## src/rtl/mipi_pkg.sv

```systemverilog
// Shared types and constants for the MIPI D-PHY HS entry/exit sequencer.
// State codes are visible on state_dbg, so their values are fixed.
package mipi_pkg;

  localparam int CNT_W = 16;

  typedef enum logic [2:0] {
    ST_STOP      = 3'd0,
    ST_HS_RQST   = 3'd1,
    ST_HS_PREP   = 3'd2,
    ST_HS_RX     = 3'd3,
    ST_WAIT_STOP = 3'd4
  } state_e;

  // LP line pair codes, {lp_p, lp_n}
  localparam logic [1:0] LP11 = 2'b11;
  localparam logic [1:0] LP10 = 2'b10;
  localparam logic [1:0] LP01 = 2'b01;
  localparam logic [1:0] LP00 = 2'b00;

  function automatic logic [CNT_W-1:0] sat_inc(input logic [CNT_W-1:0] cnt);
    return (cnt == {CNT_W{1'b1}}) ? cnt : cnt + CNT_W'(1);
  endfunction

endpackage

```

## src/rtl/lp_sync.sv

```systemverilog
// Multi-flop synchronizer for the asynchronous LP receiver pair.
// Flops reset to LP-11 so a reset never looks like a request.
module lp_sync #(
  parameter int STAGES = 2
) (
  input  logic       i_clk,
  input  logic       i_rst_n,
  input  logic [1:0] i_lp,
  output logic [1:0] o_lp
);

  logic [STAGES-1:0][1:0] r_chain;

  // synchronizer shift chain, both lines move together
  always_ff @(posedge i_clk) begin
    if (!i_rst_n) begin
      r_chain <= '1;
    end else begin
      r_chain[0] <= i_lp;
      for (int i = 1; i < STAGES; i++) begin
        r_chain[i] <= r_chain[i-1];
      end
    end
  end

  assign o_lp = r_chain[STAGES-1];

endmodule

```

## src/rtl/mipi_hs_sequencer.sv

```systemverilog
// D-PHY data lane HS receive sequencer: walks LP-11 -> LP-01 -> LP-00 into
// HS reception, controls termination and the HS valid window.
module mipi_hs_sequencer
  import mipi_pkg::*;
#(
  parameter int SYNC_STAGES   = 2,
  parameter int T_LPX_CYC     = 5,
  parameter int T_SETTLE_CYC  = 15,
  parameter int T_TIMEOUT_CYC = 65535
) (
  input  logic       sys_clk,
  input  logic       reset,
  input  logic       enable,
  input  logic       lp_p,
  input  logic       lp_n,
  input  logic       sync_found,
  output logic       termination,
  output logic       hs_active,
  output logic       seq_err,
  output logic       timeout_err,
  output logic [2:0] state_dbg
);

  // Counter holds completed cycles in the state; comparing against N-1
  // makes the current cycle count towards the dwell.
  localparam logic [CNT_W-1:0] LPX_LAST     = CNT_W'(T_LPX_CYC - 1);
  localparam logic [CNT_W-1:0] SETTLE_LAST  = CNT_W'(T_SETTLE_CYC - 1);
  localparam logic [CNT_W-1:0] TIMEOUT_LAST = CNT_W'(T_TIMEOUT_CYC - 1);

  logic [1:0]       w_lp;
  state_e           r_state;
  state_e           w_state_nxt;
  logic [CNT_W-1:0] r_cnt;
  logic [CNT_W-1:0] w_cnt_nxt;
  logic             r_sync_seen;
  logic             w_sync_seen_nxt;
  logic             w_seq_err_nxt;
  logic             w_timeout_err_nxt;
  logic             r_termination;
  logic             r_hs_active;
  logic             r_seq_err;
  logic             r_timeout_err;

  lp_sync #(
    .STAGES (SYNC_STAGES)
  ) u_lp_sync (
    .i_clk   (sys_clk),
    .i_rst_n (reset),
    .i_lp    ({lp_p, lp_n}),
    .o_lp    (w_lp)
  );

  // next-state, counter and error decisions
  always_comb begin
    w_state_nxt       = r_state;
    w_cnt_nxt         = r_cnt;
    w_sync_seen_nxt   = r_sync_seen;
    w_seq_err_nxt     = 1'b0;
    w_timeout_err_nxt = 1'b0;
    if (!enable) begin
      w_state_nxt     = ST_WAIT_STOP;
      w_cnt_nxt       = '0;
      w_sync_seen_nxt = 1'b0;
    end else begin
      case (r_state)
        ST_STOP: begin
          case (w_lp)
            LP01: begin
              w_state_nxt = ST_HS_RQST;
              w_cnt_nxt   = '0;
            end
            LP10: begin
              w_state_nxt = ST_WAIT_STOP;
            end
            LP00: begin
              w_state_nxt   = ST_WAIT_STOP;
              w_seq_err_nxt = 1'b1;
            end
            default: begin
              w_state_nxt = ST_STOP;
            end
          endcase
        end
        ST_HS_RQST: begin
          case (w_lp)
            LP00: begin
              if (r_cnt >= LPX_LAST) begin
                w_state_nxt = ST_HS_PREP;
                w_cnt_nxt   = '0;
              end else begin
                w_state_nxt   = ST_WAIT_STOP;
                w_seq_err_nxt = 1'b1;
              end
            end
            LP10: begin
              w_state_nxt   = ST_WAIT_STOP;
              w_seq_err_nxt = 1'b1;
            end
            LP11: begin
              w_state_nxt = ST_STOP;
            end
            default: begin
              w_cnt_nxt = sat_inc(r_cnt);
            end
          endcase
        end
        ST_HS_PREP: begin
          if (r_cnt >= SETTLE_LAST) begin
            w_state_nxt     = ST_HS_RX;
            w_cnt_nxt       = '0;
            w_sync_seen_nxt = 1'b0;
          end else begin
            w_cnt_nxt = sat_inc(r_cnt);
          end
        end
        ST_HS_RX: begin
          // LP-11 wins over a coincident timeout; a sync in the last cycle cancels it
          if (w_lp == LP11) begin
            w_state_nxt = ST_STOP;
          end else if (r_sync_seen || sync_found) begin
            w_sync_seen_nxt = 1'b1;
          end else if (r_cnt >= TIMEOUT_LAST) begin
            w_state_nxt       = ST_WAIT_STOP;
            w_timeout_err_nxt = 1'b1;
          end else begin
            w_cnt_nxt = sat_inc(r_cnt);
          end
        end
        ST_WAIT_STOP: begin
          if (w_lp == LP11) begin
            w_state_nxt = ST_STOP;
          end else begin
            w_state_nxt = ST_WAIT_STOP;
          end
        end
        default: begin
          w_state_nxt = ST_WAIT_STOP;
        end
      endcase
    end
  end

  // state, counter and registered outputs; outputs follow the next state
  always_ff @(posedge sys_clk) begin
    if (!reset) begin
      r_state       <= ST_WAIT_STOP;
      r_cnt         <= '0;
      r_sync_seen   <= 1'b0;
      r_termination <= 1'b0;
      r_hs_active   <= 1'b0;
      r_seq_err     <= 1'b0;
      r_timeout_err <= 1'b0;
    end else begin
      r_state       <= w_state_nxt;
      r_cnt         <= w_cnt_nxt;
      r_sync_seen   <= w_sync_seen_nxt;
      r_termination <= (w_state_nxt == ST_HS_PREP) || (w_state_nxt == ST_HS_RX);
      r_hs_active   <= (w_state_nxt == ST_HS_RX);
      r_seq_err     <= w_seq_err_nxt;
      r_timeout_err <= w_timeout_err_nxt;
    end
  end

  assign termination = r_termination;
  assign hs_active   = r_hs_active;
  assign seq_err     = r_seq_err;
  assign timeout_err = r_timeout_err;
  assign state_dbg   = r_state;

endmodule

```

## config.mk

```make
export PLATFORM = sky130hd
export DESIGN_NAME = mipi_hs_sequencer
export DESIGN_NICKNAME = d
export VERILOG_FILES = /design/src/rtl/mipi_pkg.sv /design/src/rtl/lp_sync.sv /design/src/rtl/mipi_hs_sequencer.sv
export SDC_FILE = /design/constraint.sdc
export NUM_CORES = 1
export LEC_CHECK = 0
export ABC_CLOCK_PERIOD_IN_PS = 4500
export CAP_MARGIN = 0
export CORE_ASPECT_RATIO = 0.7
export CORE_MARGIN = 8
export CORE_UTILIZATION = 60
export CTS_CLUSTER_DIAMETER = 80
export DETAILED_ROUTE_END_ITERATION = 12
export GPL_TIMING_DRIVEN = 0
export PLACE_DENSITY_LB_ADDON = 0.3
export SLEW_MARGIN = 20
export SYNTH_ARGS = -nofsm -noshare
export SYNTH_HDL_FRONTEND = slang
export SYNTH_SLANG_ARGS = --single-unit
export TNS_END_PERCENT = 50
```

## constraint.sdc

```tcl
create_clock -name sys_clk -period 4.5 [get_ports sys_clk]
set_input_delay 0.9 -clock sys_clk [delete_from_list [all_inputs] [get_ports sys_clk]]
set_output_delay 0.9 -clock sys_clk [all_outputs]
set_load 0.1 [all_outputs]
```

Yosys cells after proc, flatten, opt, wreduce, memory -nomap -nowiden. Cells that the tools add are included.

Output and inout port bits: 7. Logic and storage cells: 74. Register bits after elaboration: 28. Input port bits: 6.

Muxes and demuxes: 28. $add $sub $neg: 1. $lt $le $gt $ge: 3. Bitwise gates (word level): 3. Reduce and logical (&&, ||, !) cells: 12. Equal/unequal tests: 18.

Operators with widths (count): two-way mux 16 bit (7); one-hot mux 16 bit (4 select lines) (1); one-hot mux 16 bit (2 select lines) (1); two-way mux 3 bit (7); adder 16 x 1 -> 16 bit (second input constant) (1); equality test 16 bit (second input constant) (1); greater-or-equal comparator 16 bit (second input constant) (1); greater-or-equal comparator 16 x 3 -> 1 bit (second input constant) (1); greater-or-equal comparator 16 x 4 -> 1 bit (second input constant) (1); one-hot mux 3 bit (5 select lines) (1); equality test 3 x 2 -> 1 bit (second input constant) (4); inequality test 2 bit (second input constant) (6); one-hot mux 3 bit (3 select lines) (1); AND reduction 7 bit (1); two-way mux 1 bit (6); one-hot mux 1 bit (2 select lines) (3); one-hot mux 3 bit (2 select lines) (1); OR reduction 5 bit (1); equality test 2 bit (second input constant) (2); AND reduction 4 bit (1); nonzero test 4 bit (1); OR reduction 2 bit (2); equality test 3 x 1 -> 1 bit (second input constant) (1); equality test 3 bit (second input constant) (1); 9 further kinds (12).

Logic depth before layout (Yosys ltp). Gate-level depths: netlist of run 1.

Depth in word-level cells: 8. Depth in mapped cells: 7. Depth with buffers taken out: 7.

Cells and area by module. From an unflattened synthesis of run 1, not the netlist that was laid out.

Cells, all modules: 176. Area total of the unflattened synthesis: 1472.7 um^2.

By module, submodules not included: mipi_hs_sequencer (times used 1, cells an instance 166, sequential area each 480.5 um^2, area each 1352.5 um^2); lp_sync (times used 1, cells an instance 10, sequential area each 80.1 um^2, area each 120.1 um^2).

Least setup slack after synthesis of run 1. No wires, ideal clock.

Path kind: register -> register. From: register r_state[0], in the netlist state_dbg[0]. To: register r_cnt[12]. Setup time: 0.058 ns. Data arrival time: 2.581 ns. Slack: 1.862 ns. Required time: 4.442 ns. Path buffers: 1. Stages on the path, launching flop included: 8. Period minus slack after synthesis: 2.638 ns. Cells stage by stage: dfxtp_1 and3b_1 or3b_2 o21ai_0 buf_2 nor2_1 a41oi_2 o21a_1.

Cells in the longest elaborated chain, start to end: 3. Elaborated cells between the ends (all ways): 13. Those cells by class: eq/ne (9); mux (1); reduce/logical (3).

Ends and longest elaborated chain: start, declared (RTL line mipi_hs_sequencer.sv:31) `state_e r_state;`; start signal, assigned (RTL line mipi_hs_sequencer.sv:154) `r_state <= w_state_nxt;`; equality test 3 x 1 -> 1 bit, or another cell as far along (RTL line mipi_hs_sequencer.sv:65) `case (r_state)`; inequality test 3 bit (no source line), or another cell as far along; AND reduction 7 bit (no source line); end signal, assigned (RTL line mipi_hs_sequencer.sv:155) `r_cnt <= w_cnt_nxt;`; end, declared (RTL line mipi_hs_sequencer.sv:33) `logic [CNT_W-1:0] r_cnt;`.

Parallel ways exist; a longest one is shown, timed or not. A chain may end at the register's enable or synchronous reset.

Worst setup path after layout of run 1.
From: register r_state[0], in the netlist state_dbg[0]. To: output state_dbg[0].

RTL lines: end, declared (RTL line mipi_hs_sequencer.sv:21) `output logic [2:0] state_dbg`.

No word-level cell between the ends.

==> results of run 1 <==
[final cells by class]
class                           count  area, µm²  share of cell area [%]
Multi-Input combinational cell    138      883.3                   51.84
Timing Repair Buffer               12      120.1                   7.048
Tap cell                           34      42.54                   2.496
Clock buffer                        4      36.28                   2.129
Buffer                              4      38.79                   2.276
Sequential cell                    28      560.5                   32.89
Inverter                            6      22.52                   1.322
[routing by layer]
metal	vias up	part of all wire [%]	global-route usage, %	wire length, µm
li1	670	-	-	-
met1	652	50	23.25	1725
met2	46	42	25.06	1457
met3	14	5.3	4.647	184
met4	0	2.5	2.997	86
met5	-	0	0	0
[cell families after synthesis]
family                   after synthesis
AND/OR/NAND/NOR                       95
AO/OA/AOI/OAI                         30
flip-flops                            28
XOR/XNOR                              10
buffers and inverters                 10
adder cells (fa/ha/maj)                2
multiplexers                           1
[sequential cells by signal, indices dropped and copies added (netlist names)]
register	cells
u_lp_sync.o_lp	2
r_cnt	16
r_sync_seen	1
state_dbg	3
u_lp_sync.r_chain	2
timeout_err	1
seq_err	1
termination	1
hs_active	1
[power groups by stage]
stage          Clock [mW]  Sequential, mW  Combinational [mW]
2_1_floorplan           0           0.263              0.0119
3_3_place_gp            0           0.259              0.0253
3_5_place_dp            0           0.259              0.0261
4_1_cts             0.125           0.253              0.0262
5_1_grt             0.135           0.254              0.0281
6_report            0.122           0.253              0.0263
[placed cells by master, fill, tap and decap left out, types with 2 or more instances in the layout]
cell type and count:
xnor2_1 10, or4_4 2, a211oi_1 4, clkdlybuf4s50_1 12, o21a_1 2, nor2_1 29, and2_2 3, nand2b_1 5
or2_1 2, nor3_1 4, and3_1 3, inv_1 6, nor4_1 7, clkbuf_4 3, a31oi_1 5, nor4b_1 2
o31ai_1 2, a22oi_1 2, nand2_1 14, buf_6 3, a21oi_1 2, ha_1 2, nand3_1 10, dfxtp_1 28
o21ai_0 4
[through the flow]
stage | utilization, % | hold WS (ps) | std cells
5_1_grt | 70.39 | 441.4 | 226
4_1_cts | 70.39 | 439.6 | 226
3_5_place_dp | 68.89 | 407.0 | 222
6_report | 70.39 | 437.1 | 226
3_3_place_gp | 68.89 | 390.3 | 222
2_1_floorplan | - | 386.3 | 176
[worst paths after layout]
path                                         from                      endpoint  slack (ps)
setup / recovery          state_dbg[0]$_SDFF_PN0_                  state_dbg[0]        1560
hold / removal    u_lp_sync.r_chain[1]$_SDFF_PN1_  u_lp_sync.o_lp[1]$_SDFF_PN1_         440
hold reg to reg   u_lp_sync.r_chain[1]$_SDFF_PN1_  u_lp_sync.o_lp[1]$_SDFF_PN1_         440
setup reg to reg          state_dbg[0]$_SDFF_PN0_        r_cnt[12]$_SDFFE_PN0P_        2170
==> metrics.txt, run 1 <==
CP top delay family buffers and inverters; Place WS 1625 ps; post-cts sizing count 0; Pins Over Slew Limit 0; core area 2421 µm²; DR vias 1382; Synth Instances 176; hold buffer count at CTS 0; compound-gate portion of the synthesized area 15.46%; Worst path slowest cell clkdlybuf4s50_1; most frequent cell after synthesis nor2_1; Pwr Total 0.4022 mW; Inserted Clock Buffers 3; Worst R2R Path Depth 7; Port Buffers 12; DR WL/cell 15.28 µm; Antenna Cells 0; cells along the critical path clkdlybuf4s50_1; TritonRoute pass-1 iters 4; max incr delay on CP 1200 ps; CTS Buffer Depth 2; asr flop ratio synth 0%; DP Wirelength 2.719 mm; total wire length 3.454 mm; Hold Path Class reg2reg; Leak 0.5390 nW; fillers 205; Comb power frac 6.5%; ANT nets after route 0; I/O pin total 13; Die Wd 75.87 µm; slew margin rel. 35.07%; cell count along the critical path 1; Tcrit/Tclk final 65.44%; Synth Warn # 0; FMAX 0.3396 GHz; largest net degree at the start of global routing 16; xor and xnor area share after synthesis 5.819%; Std-Cell Rows 15; Clk pwr share 30.4%; Initial Util 62.17%; Synth Area in Simple Gates 35.08%; Setup crit start kind flop; mux share of post-synthesis cell area 0.6650%; ys flop type dfxtp_1; area delta synth->final 13.22%; Clk Latency, worst-skew pair 330 ps; Peak VDD IR 0.1804 mV; clk root buf clkbuf_4; largest family of logic cells by synthesized area simple AND/OR/NAND/NOR gates; Area contributors post-synth dfxtp_1, nor2_1, xnor2_1; pwr/cell area 236.0 nW/µm²; Sink Count 28; drt via density 6.115; post-synth cell types 48; Pint 0.3106 mW; Die Ht 57.91 µm; CP Class reg2out; Design Area, Final 1704 µm²; Mapped Avg Cell Area 8.552 µm²; Die ar. 4393 µm²; Worst-Margin Slew 971.0 ps; Max Cap Violations 0; H-tree Lvls 1; Worst Path Max Fanout 9; postcts setup bufs 0; PnR worst setup slack 1555 ps; EDFF count, synth 0; vias in the first global route 1239; RSZ-0062 raised after global routing false; Final Net Count 201; Worst Path Required 3600 ps; Hold Crit Depth 1; worst clock skew 14.94 ps; crit end category output pin; Flop pwr share 63.0%; adder-cell share of the synthesized area 1.663%; GRT overflow 0; post-synth top area cell dfxtp_1; Hold Fails Final Rpt 0; Remaining DRCs 0; CTS tree built; status completed; DP Area 1668 µm²; final setup vio count 0; total track usage 16.75%; top cell type's share of synthesized area 37.24%; Post-Syn Area 1505 µm²; initial antenna violation count 0; Net Sw Power 0.09160 mW; setup TNS 0 ps; CP bufs+invs 1; Seq cells post-synth 28; synth cell count leaders nor2_1, dfxtp_1, nand2_1; layout cell share with drive strength beyond 1 13.02%; first-pass GRT wire length 5.775 mm; sequential-to-total area share from yosys stat 37.24%; CP Data Arrival Time 2040 ps; syn nets 184; GPL Wtd Cong 0.9355; Starting DRT DRC Count 141; switching part of the total 22.78%; clock period minus worst slack 2945 ps; clock slew at reported path FFs 150 ps
Note: power is estimated with default switching activity, not from simulation.
==> inputs of run 2 (changes only) <==
--- a/config.mk
+++ b/config.mk
@@ -5,11 +5,11 @@
 export SDC_FILE = /design/constraint.sdc
 export NUM_CORES = 1
 export LEC_CHECK = 0
-export ABC_CLOCK_PERIOD_IN_PS = 4500
+export ABC_CLOCK_PERIOD_IN_PS = 2800
 export CAP_MARGIN = 0
 export CORE_ASPECT_RATIO = 0.7
 export CORE_MARGIN = 8
-export CORE_UTILIZATION = 60
+export CORE_UTILIZATION = 56
 export CTS_CLUSTER_DIAMETER = 80
 export DETAILED_ROUTE_END_ITERATION = 12
 export GPL_TIMING_DRIVEN = 0
==> constraint.sdc (replaced) <==
create_clock -name sys_clk -period 2.8 [get_ports sys_clk]
set_input_delay 0.56 -clock sys_clk [delete_from_list [all_inputs] [get_ports sys_clk]]
set_output_delay 0.56 -clock sys_clk [all_outputs]
set_load 0.1 [all_outputs]
==> run 2 against run 1 <==
  * Combinational power grew 60%
  * Utilization decreased by 1.9 points
  * Non-clock buffer count unchanged
  * Design area rose by 1.1%
  * Critical endpoint is now state_dbg[2]
  * Total power grew 73%
  * Via count decreased by 1.7%
  * Register-to-register slack got worse by 1700 ps
  * Sequential share of layout area down 0.36 points
  * Clock-buffer cell count unchanged
  * Setup slack got worse by 1300 ps
  * Highest routed layer unchanged
  * Die area is 5.4% higher
  * Hold slack worse by 25 ps
==> metrics.txt, run 2 (synthesis gave the netlist of run 1 again) <==
status completed; Peak VDD IR 0.2536 mV; Worst path slowest cell clkdlybuf4s50_1; clk root buf clkbuf_8; number of flip-flops in the largest register 16; slew margin rel. 35.19%; register area 560.5 µm²; fillers 209; Starting DRT DRC Count 153; Max Cap Violations 0; Initial Util 59.85%; largest net degree at the start of global routing 16; Multi-input gate area 883.3 µm²; hold buffer count at CTS 0; CTS Buffer Depth 2; FF-to-FF setup slack 520 ps; Clk Latency, worst-skew pair 280 ps; Final Net Count 201; TritonRoute pass-1 iters 4; DR WL/cell 14.83 µm; Place WS 275.6 ps; Port Buffers 12; highest routed layer met4; DP Wirelength 2.583 mm; Setup crit start kind flop; DRT met1 WL 1.718 mm; vias in the first global route 1221; Met3 Wirelength 218 µm; CP Data Arrival Time 1950 ps; DR vias 1359; ANT nets after route 0; placed insts 222; Die ar. 4629 µm²; GRT overflow 0; CP top delay family buffers and inverters; total wire length 3.351 mm; cells along the critical path clkdlybuf4s50_1; Antenna Cells 0; Hold Fails Final Rpt 0; Worst-Margin Slew 969.1 ps; clock period minus worst slack 2509 ps; Tcrit/Tclk final 89.62%; H-tree Lvls 1; register with the most flip-flops r_cnt; RSZ-0062 raised after global routing false; Worst Path Max Fanout 9; fin cells 226; Sink Count 28; Worst Path Required 2240 ps; Remaining DRCs 0; CP bufs+invs 1; most common cell after layout, fill and taps aside nor2_1; post-cts sizing count 0; DP Area 1668 µm²; pwr/cell area 404.4 nW/µm²; clock slew at reported path FFs 90 ps; max incr delay on CP 1190 ps; first-pass GRT wire length 5.678 mm; Design Area, Final 1723 µm²; Met2 Routed Length 1.402 mm; setup TNS 0 ps; initial antenna violation count 0; Die Ht 59.38 µm; Leak 0.5468 nW; Pins Over Slew Limit 0; final setup vio count 0; total track usage 15.03%; PnR worst setup slack 290.6 ps; FMAX 0.3985 GHz; core area 2515 µm²; CP Class reg2out; postcts setup bufs 0; GPL Wtd Cong 0.8586; crit end category output pin; layout cell share with drive strength beyond 1 13.02%; worst clock skew 6.552 ps; most frequent cells in the layout nor2_1, dfxtp_1, nand2_1; I/O pin total 13; Std-Cell Rows 15; Inserted Clock Buffers 3; drt via density 6.013; area delta synth->final 14.46%; Hold Path Class reg2reg; Die Wd 77.97 µm; CTS tree built
## run 2: report_power, final
group	internal (mW)	leakage [nW]	switching, mW	total, mW
Sequential	0.402	0.227	0.00461	0.406
Clock	0.126	0.0288	0.122	0.248
Combinational	0.0171	0.291	0.0250	0.0421
Total	0.545	0.547	0.152	0.697
## run 2: per-layer routing
layer,GRT usage (%),vias to the layer above
met5,0,-
met4,3.150,0
met3,4.242,2
met2,23.13,37
met1,20.32,651
li1,-,669
## run 2: metrics by stage
stage	utilization, %	hold WS, ps	power [mW]
after global placement	66.32	388.9	0.4566
after CTS	68.51	414.9	0.7016
after floorplan	-	386.3	0.4409
final	68.51	412.4	0.6967
after global routing	68.51	424.8	0.7164
after detailed placement	66.32	392.5	0.4572
## run 2: final timing paths
check / depth (start not counted) / end / startpoint
worst min register to register: 1 / u_lp_sync.o_lp[1]$_SDFF_PN1_ / u_lp_sync.r_chain[1]$_SDFF_PN1_
worst max-delay path: 1 / state_dbg[2] / state_dbg[2]$_SDFF_PN1_
worst max register to register: 7 / r_cnt[12]$_SDFFE_PN0P_ / state_dbg[0]$_SDFF_PN0_
worst min-delay path: 1 / u_lp_sync.o_lp[1]$_SDFF_PN1_ / u_lp_sync.r_chain[1]$_SDFF_PN1_
## run 2: area by class of cell
cell class | instances | area share [%]
Buffer | 4 | 2.251
Sequential cell | 28 | 32.53
Timing Repair Buffer | 12 | 6.972
Inverter | 6 | 1.307
Multi-Input combinational cell | 138 | 51.27
Clock buffer | 4 | 3.195
Tap cell | 34 | 2.469
